**src/rtl/addressing_config_writer_pkg.sv**
```systemverilog
// Shared constants for the addressing configuration writer: record kinds
// and controller state encodings.
package addressing_config_writer_pkg;

  typedef enum logic [1:0] {
    KIND_DO      = 2'd0,
    KIND_PO      = 2'd1,
    KIND_INC     = 2'd2,
    KIND_ILLEGAL = 2'd3
  } cfg_kind_t;

  typedef enum logic [1:0] {
    ST_IDLE  = 2'd0,
    ST_WAIT  = 2'd1,
    ST_WRITE = 2'd2
  } state_t;

endpackage

```
**src/rtl/addressing_config_writer_thread_number.sv**
```systemverilog
// Round-robin write-stage thread counter. Exposes the thread that will own
// the write slot in the following cycle.
module Thread_Number #(
  parameter int THREAD_COUNT      = 8,
  parameter int THREAD_ADDR_WIDTH = 3,
  parameter int INITIAL_THREAD    = 6
) (
  input  logic                         i_clock,
  input  logic                         i_reset_n,
  output logic [THREAD_ADDR_WIDTH-1:0] o_nextThread
);

  logic [THREAD_ADDR_WIDTH-1:0] r_thread;
  logic [THREAD_ADDR_WIDTH-1:0] w_nextThread;

  always_comb begin
    w_nextThread = (r_thread == THREAD_ADDR_WIDTH'(THREAD_COUNT - 1)) ? '0 : r_thread + 1'b1;
  end

  always_ff @(posedge i_clock) begin
    if (!i_reset_n) begin
      r_thread <= THREAD_ADDR_WIDTH'(INITIAL_THREAD);
    end else begin
      r_thread <= w_nextThread;
    end
  end

  assign o_nextThread = w_nextThread;

endmodule

```
**src/rtl/addressing_config_writer.sv**
```systemverilog
// Accepts one addressing config record at a time and injects it as a single
// ALU-side write in the target thread's write slot, skipping slots the ALU uses.
module addressing_config_writer
  import addressing_config_writer_pkg::*;
#(
  parameter int WORD_WIDTH              = 36,
  parameter int D_OPERAND_WIDTH         = 12,
  parameter int THREAD_COUNT            = 8,
  parameter int THREAD_ADDR_WIDTH       = 3,
  parameter int INITIAL_THREAD          = 6,
  parameter int PO_INC_COUNT            = 4,
  parameter int PO_INC_COUNT_ADDR_WIDTH = 2,
  parameter int DO_WRITE_ADDR           = 1024,
  parameter int PO_WRITE_ADDR           = 1028,
  parameter int INC_WRITE_ADDR          = 1032,
  parameter int DO_WORD_OFFSET          = 0,
  parameter int PO_WORD_OFFSET          = 0,
  parameter int INC_WORD_OFFSET         = 12
) (
  input  logic                               clock,
  input  logic                               reset_n,
  input  logic                               cfg_valid,
  output logic                               cfg_ready,
  input  logic [THREAD_ADDR_WIDTH-1:0]       cfg_thread,
  input  logic [1:0]                         cfg_kind,
  input  logic [PO_INC_COUNT_ADDR_WIDTH-1:0] cfg_index,
  input  logic [WORD_WIDTH-1:0]              cfg_value,
  input  logic                               ALU_write_busy_next,
  output logic                               cfg_write_en,
  output logic [D_OPERAND_WIDTH-1:0]         cfg_write_addr,
  output logic [WORD_WIDTH-1:0]              cfg_write_data,
  output logic                               cfg_error,
  output logic                               busy
);

  state_t                               r_state;
  state_t                               w_stateNext;
  logic [THREAD_ADDR_WIDTH-1:0]         r_thread;
  cfg_kind_t                            r_kind;
  logic [PO_INC_COUNT_ADDR_WIDTH-1:0]   r_index;
  logic [WORD_WIDTH-1:0]                r_value;
  logic                                 r_writeEn;
  logic [D_OPERAND_WIDTH-1:0]           r_writeAddr;
  logic [WORD_WIDTH-1:0]                r_writeData;
  logic                                 r_error;

  logic [THREAD_ADDR_WIDTH-1:0]         w_nextThread;
  logic                                 w_accept;
  logic                                 w_illegal;
  logic                                 w_slotFree;
  logic [D_OPERAND_WIDTH-1:0]           w_addr;
  logic [WORD_WIDTH-1:0]                w_data;

  Thread_Number #(
    .THREAD_COUNT      (THREAD_COUNT),
    .THREAD_ADDR_WIDTH (THREAD_ADDR_WIDTH),
    .INITIAL_THREAD    (INITIAL_THREAD)
  ) u_threadNumber (
    .i_clock      (clock),
    .i_reset_n    (reset_n),
    .o_nextThread (w_nextThread)
  );

  assign cfg_ready  = reset_n && (r_state == ST_IDLE);
  assign busy       = (r_state == ST_WAIT) || (r_state == ST_WRITE);
  assign w_accept   = cfg_valid && (r_state == ST_IDLE);
  assign w_illegal  = (cfg_kind == KIND_ILLEGAL) ||
                      ((cfg_kind != KIND_DO) && (32'(cfg_index) >= 32'(PO_INC_COUNT)));
  // The slot is taken only when the next cycle belongs to our thread and the ALU leaves it unused
  assign w_slotFree = (w_nextThread == r_thread) && !ALU_write_busy_next;

  always_ff @(posedge clock) begin
    if (!reset_n) begin
      r_state <= ST_IDLE;
    end else begin
      r_state <= w_stateNext;
    end
  end

  always_comb begin
    w_stateNext = r_state;
    case (r_state)
      ST_IDLE:  if (w_accept && !w_illegal) w_stateNext = ST_WAIT;
      ST_WAIT:  if (w_slotFree) w_stateNext = ST_WRITE;
      ST_WRITE: w_stateNext = ST_IDLE;
      default:  w_stateNext = ST_IDLE;
    endcase
  end

  always_comb begin
    w_addr = '0;
    w_data = '0;
    case (r_kind)
      KIND_DO: begin
        w_addr = D_OPERAND_WIDTH'(DO_WRITE_ADDR);
        w_data = r_value << DO_WORD_OFFSET;
      end
      KIND_PO: begin
        w_addr = D_OPERAND_WIDTH'(PO_WRITE_ADDR) + D_OPERAND_WIDTH'(r_index);
        w_data = r_value << PO_WORD_OFFSET;
      end
      KIND_INC: begin
        w_addr = D_OPERAND_WIDTH'(INC_WRITE_ADDR) + D_OPERAND_WIDTH'(r_index);
        w_data = r_value << INC_WORD_OFFSET;
      end
      default: begin
        w_addr = '0;
        w_data = '0;
      end
    endcase
  end

  // Write outputs are registered and forced to zero outside the single write cycle
  always_ff @(posedge clock) begin
    if (!reset_n) begin
      r_thread    <= '0;
      r_kind      <= KIND_DO;
      r_index     <= '0;
      r_value     <= '0;
      r_error     <= 1'b0;
      r_writeEn   <= 1'b0;
      r_writeAddr <= '0;
      r_writeData <= '0;
    end else begin
      if (w_accept) begin
        if (w_illegal) begin
          r_error <= 1'b1;
        end else begin
          r_thread <= cfg_thread;
          r_kind   <= cfg_kind_t'(cfg_kind);
          r_index  <= cfg_index;
          r_value  <= cfg_value;
        end
      end
      r_writeEn   <= (w_stateNext == ST_WRITE);
      r_writeAddr <= (w_stateNext == ST_WRITE) ? w_addr : '0;
      r_writeData <= (w_stateNext == ST_WRITE) ? w_data : '0;
    end
  end

  assign cfg_write_en   = r_writeEn;
  assign cfg_write_addr = r_writeAddr;
  assign cfg_write_data = r_writeData;
  assign cfg_error      = r_error;

endmodule

```
**config.mk**
```make
export PLATFORM = sky130hd
export DESIGN_NAME = addressing_config_writer
export DESIGN_NICKNAME = d
export VERILOG_FILES = /design/src/rtl/addressing_config_writer_pkg.sv /design/src/rtl/addressing_config_writer_thread_number.sv /design/src/rtl/addressing_config_writer.sv
export SDC_FILE = /design/constraint.sdc
export NUM_CORES = 1
export LEC_CHECK = 0
export BUFFER_PORTS_ARGS = -buffer_cell sky130_fd_sc_hd__buf_2
export CORE_MARGIN = 10
export CORE_UTILIZATION = 50
export CTS_CLUSTER_DIAMETER = 30
export DETAILED_ROUTE_END_ITERATION = 10
export GPL_TIMING_DRIVEN = 0
export PLACE_DENSITY = 0.77
export SETUP_SLACK_MARGIN = 0.2
export SLEW_MARGIN = 20
export SYNTH_ARGS = -nofsm -noshare
export SYNTH_HDL_FRONTEND = slang
export SYNTH_SLANG_ARGS = --single-unit
export TNS_END_PERCENT = 20
```
**constraint.sdc**
```tcl
create_clock -name clock -period 3.85 [get_ports clock]
set_clock_uncertainty 0.05 [all_clocks]
set_input_delay 0.77 -clock clock [delete_from_list [all_inputs] [get_ports clock]]
set_output_delay 0.77 -clock clock [all_outputs]
set_load 0.01 [all_outputs]
```
==> results.md <==
- Critical Path RT: approximately 3000 ps
- RSZ-0062 raised after global routing: false
- Later-pin clock latency in the skew report: roughly 350 ps
- Worst Min Path Start: r_index[1]
- Critical Path Start Type: primary input
- N_diodes: 0
- Placed insts: ~570
- Max FO, Critical Path: 10
- Hpwl dp: roughly 7.0 mm
- Max stage delay on crit path: 350 ps
- IO Port Bufs: 91
- Setup ws final: ~1500 ps
- Most frequent cells in the layout: nand2_1 (104), buf_2 (101), dfxtp_1 (91)
- Num ports: ~100
- Largest net degree at the start of global routing: 15
- DR iter-0 viols: about 120
- Synthesized area: 3450 um^2
- Final Non-Filler Cells: approximately 590
- Hold/Removal Path Class: flop to flop
- Max-cap violations: 0
- YS warnings: 0
- All-Layer GR Usage: approximately 18%
- Worst VDD drop: 0.235 mV
- Critical Path Source: reset_n
- Synth cell types: 31
- Syn-to-layout area delta: 23.1%
- Cell Rows: 30
- Drt drc: 0
- Starting density of the core: 51.1%
- Post-synth EDFFs: 0
- Power Density: between 400 and 500 nW/um^2
- Core Area: just under 7000 um^2
- Most frequent CP cell: buf_2
- Post-layout min period: approximately 2400 ps
- Filler instances: 600
- Number of CTS-inserted buffers: 9
- Final worst-path cycle share: between 60% and 70%
- Crit-path slowest cell: clkbuf_1
- Drt first pass iters: 5
- Post-CTS sizing: 0
- Clock root cell: clkbuf_8
- Total die area: 10600 um^2
- Clk sinks: between 90 and 100
- Gr ovfl total: 0
- Slew @ Worst Pin: 531 ps
- Slew HR: about 65%
- Pre-CTS setup slack: around 1500 ps
- Die Wd: 103 um
- Wire length per cell: ~16 um
- Final-stage net count: ~550
- Power, Total: 1990 uW
- Worst reg2reg path startpoint: u_threadNumber.r_thread[0]
- Post-synthesis sequential area ratio: a little over half
- Initial antenna violation count: 0
- Via density: 5.16
- Hold Vio Cnt, Final: 0
- Clk slew on worst S/H paths: 80 ps
- Synth async-reset ratio: 0%
- Pleak: around 0.0018 uW
- Post-DRT Antenna Nets: 0
- Number of hold buffers added after CTS: 0
- Most common cell after layout, fill and taps aside: nand2_1
- Critical path cell sequence: buf_2 > clkbuf_1 > and2_1 > buf_2
- Crit path DAT: 1580 ps
- Avg Inst Size Synth: just under 9 um^2
- Endpoint type of the worst setup path: primary output
- Max Slew Vio Count: 0
- Critical path type: primary input to primary output
- Max Root-Sink Buffers: 2
- CTS tree: done
- Synth Register Bits: roughly 90
- Post-Synthesis Cells: between 300 and 400
- Status: finished clean
- Final setup vio count: 0
- # H-tree levels: 3
- DIE HEIGHT: 103 um
- Layout cell share with drive strength beyond 1: 25.7%
- DR vias: 3019
- Setup Fix Bufs, Post-CTS: 0
- First-pass GRT wire length: 14.7 mm
- Gpl congestion: between 0.8 and 0.9
- Achievable Freq: between 400 and 500 MHz
- Routed wire length: 9.29 mm
- Vias in the first global route: 3098
- Synth Flop Type: dfxtp_1
- Post-Route Setup TNS: 0 ps
[metal layers]
metal / routed length (um) / share of wire (%) / vias up / global-route usage, %
met1: 3950 / 43 / 1387 / 22.1
li1: - / - / 1515 / -
met2: 4360 / 47 / 104 / 28.8
met4: 155 / 1.7 / 0 / 6.84
met5: 0 / 0 / - / 0
met3: 825 / 8.9 / 13 / 4.96
[worst paths after layout]
path              depth (start not counted)            endpoint  slack (ps)
setup / recovery                          4           cfg_ready        1450
hold / removal                            2   cfg_write_addr[1]         390
setup reg to reg                          7  cfg_write_data[19]        1570
hold reg to reg                           2   cfg_write_addr[1]         390
[synthesized netlist by cell type, types with 7 or more instances]
| cell type | count | area, um^2 |
|---|---|---|
| nor4b_1 | 13 | 114 |
| a22oi_1 | 7 | 52.6 |
| buf_2 | 10 | 50.1 |
| clkbuf_1 | 18 | 67.6 |
| buf_4 | 8 | 60.1 |
| nand2_1 | 104 | 390 |
| nor3_1 | 28 | 140 |
| a21boi_1 | 7 | 52.6 |
| a21boi_0 | 35 | 263 |
| nor2_1 | 23 | 86.3 |
| dfxtp_1 | 91 | 1820 |
| a21oi_1 | 18 | 90.1 |
[sequential cells by signal, indices dropped and copies added, names as in the netlist]
register / cells
cfg_write_en: 1
r_value: 36
cfg_write_data: 36
u_threadNumber.r_thread: 3
r_state: 2
cfg_write_addr: 5
r_index: 2
r_thread: 3
cfg_error: 1
r_kind: 2
[critical path: cells and delay by family]
family	cells	cell delay, ps
buffers and inverters	3	620
AND/OR/NAND/NOR	1	190
[logic make-up after synthesis]
family | count (synthesis) | share of synthesized area (%)
flip-flops | 91 | 52.8
XOR/XNOR | 3 | 0.762
AND/OR/NAND/NOR | 178 | 23.5
AO/OA/AOI/OAI | 75 | 15.8
buffers and inverters | 40 | 5.59
other | 1 | 0.109
adder cells (fa/ha/maj) | 4 | 1.45
[report_power, final]
group          internal [uW]  switching [uW]
combinational            107             174
sequential               982            30.6
clock                    384             318
total                   1470             522
[per-stage QoR]
step	hold slack [ps]	cell area, um^2	util [%]
6_report	394	4250	62.9
3_5_place_dp	383	4030	59.6
5_1_grt	420	4250	62.9
3_3_place_gp	380	4030	59.6
4_1_cts	394	4250	62.9
2_1_floorplan	364	3470	-
[cell type report]
type                    count  area (um^2)  share of cell area, %
plain buffers              36          178                   4.18
clock buffers              12          145                   3.42
clock inverters             4         73.8                   1.74
inverters                   4         15.0                  0.354
multi-input cells         267         1460                   34.3
flip-flops and latches     91         1820                   42.9
well taps                  80          100                   2.36
repair buffers             91          455                   10.7
No activity file was read; power rests on OpenSTA's default activity.
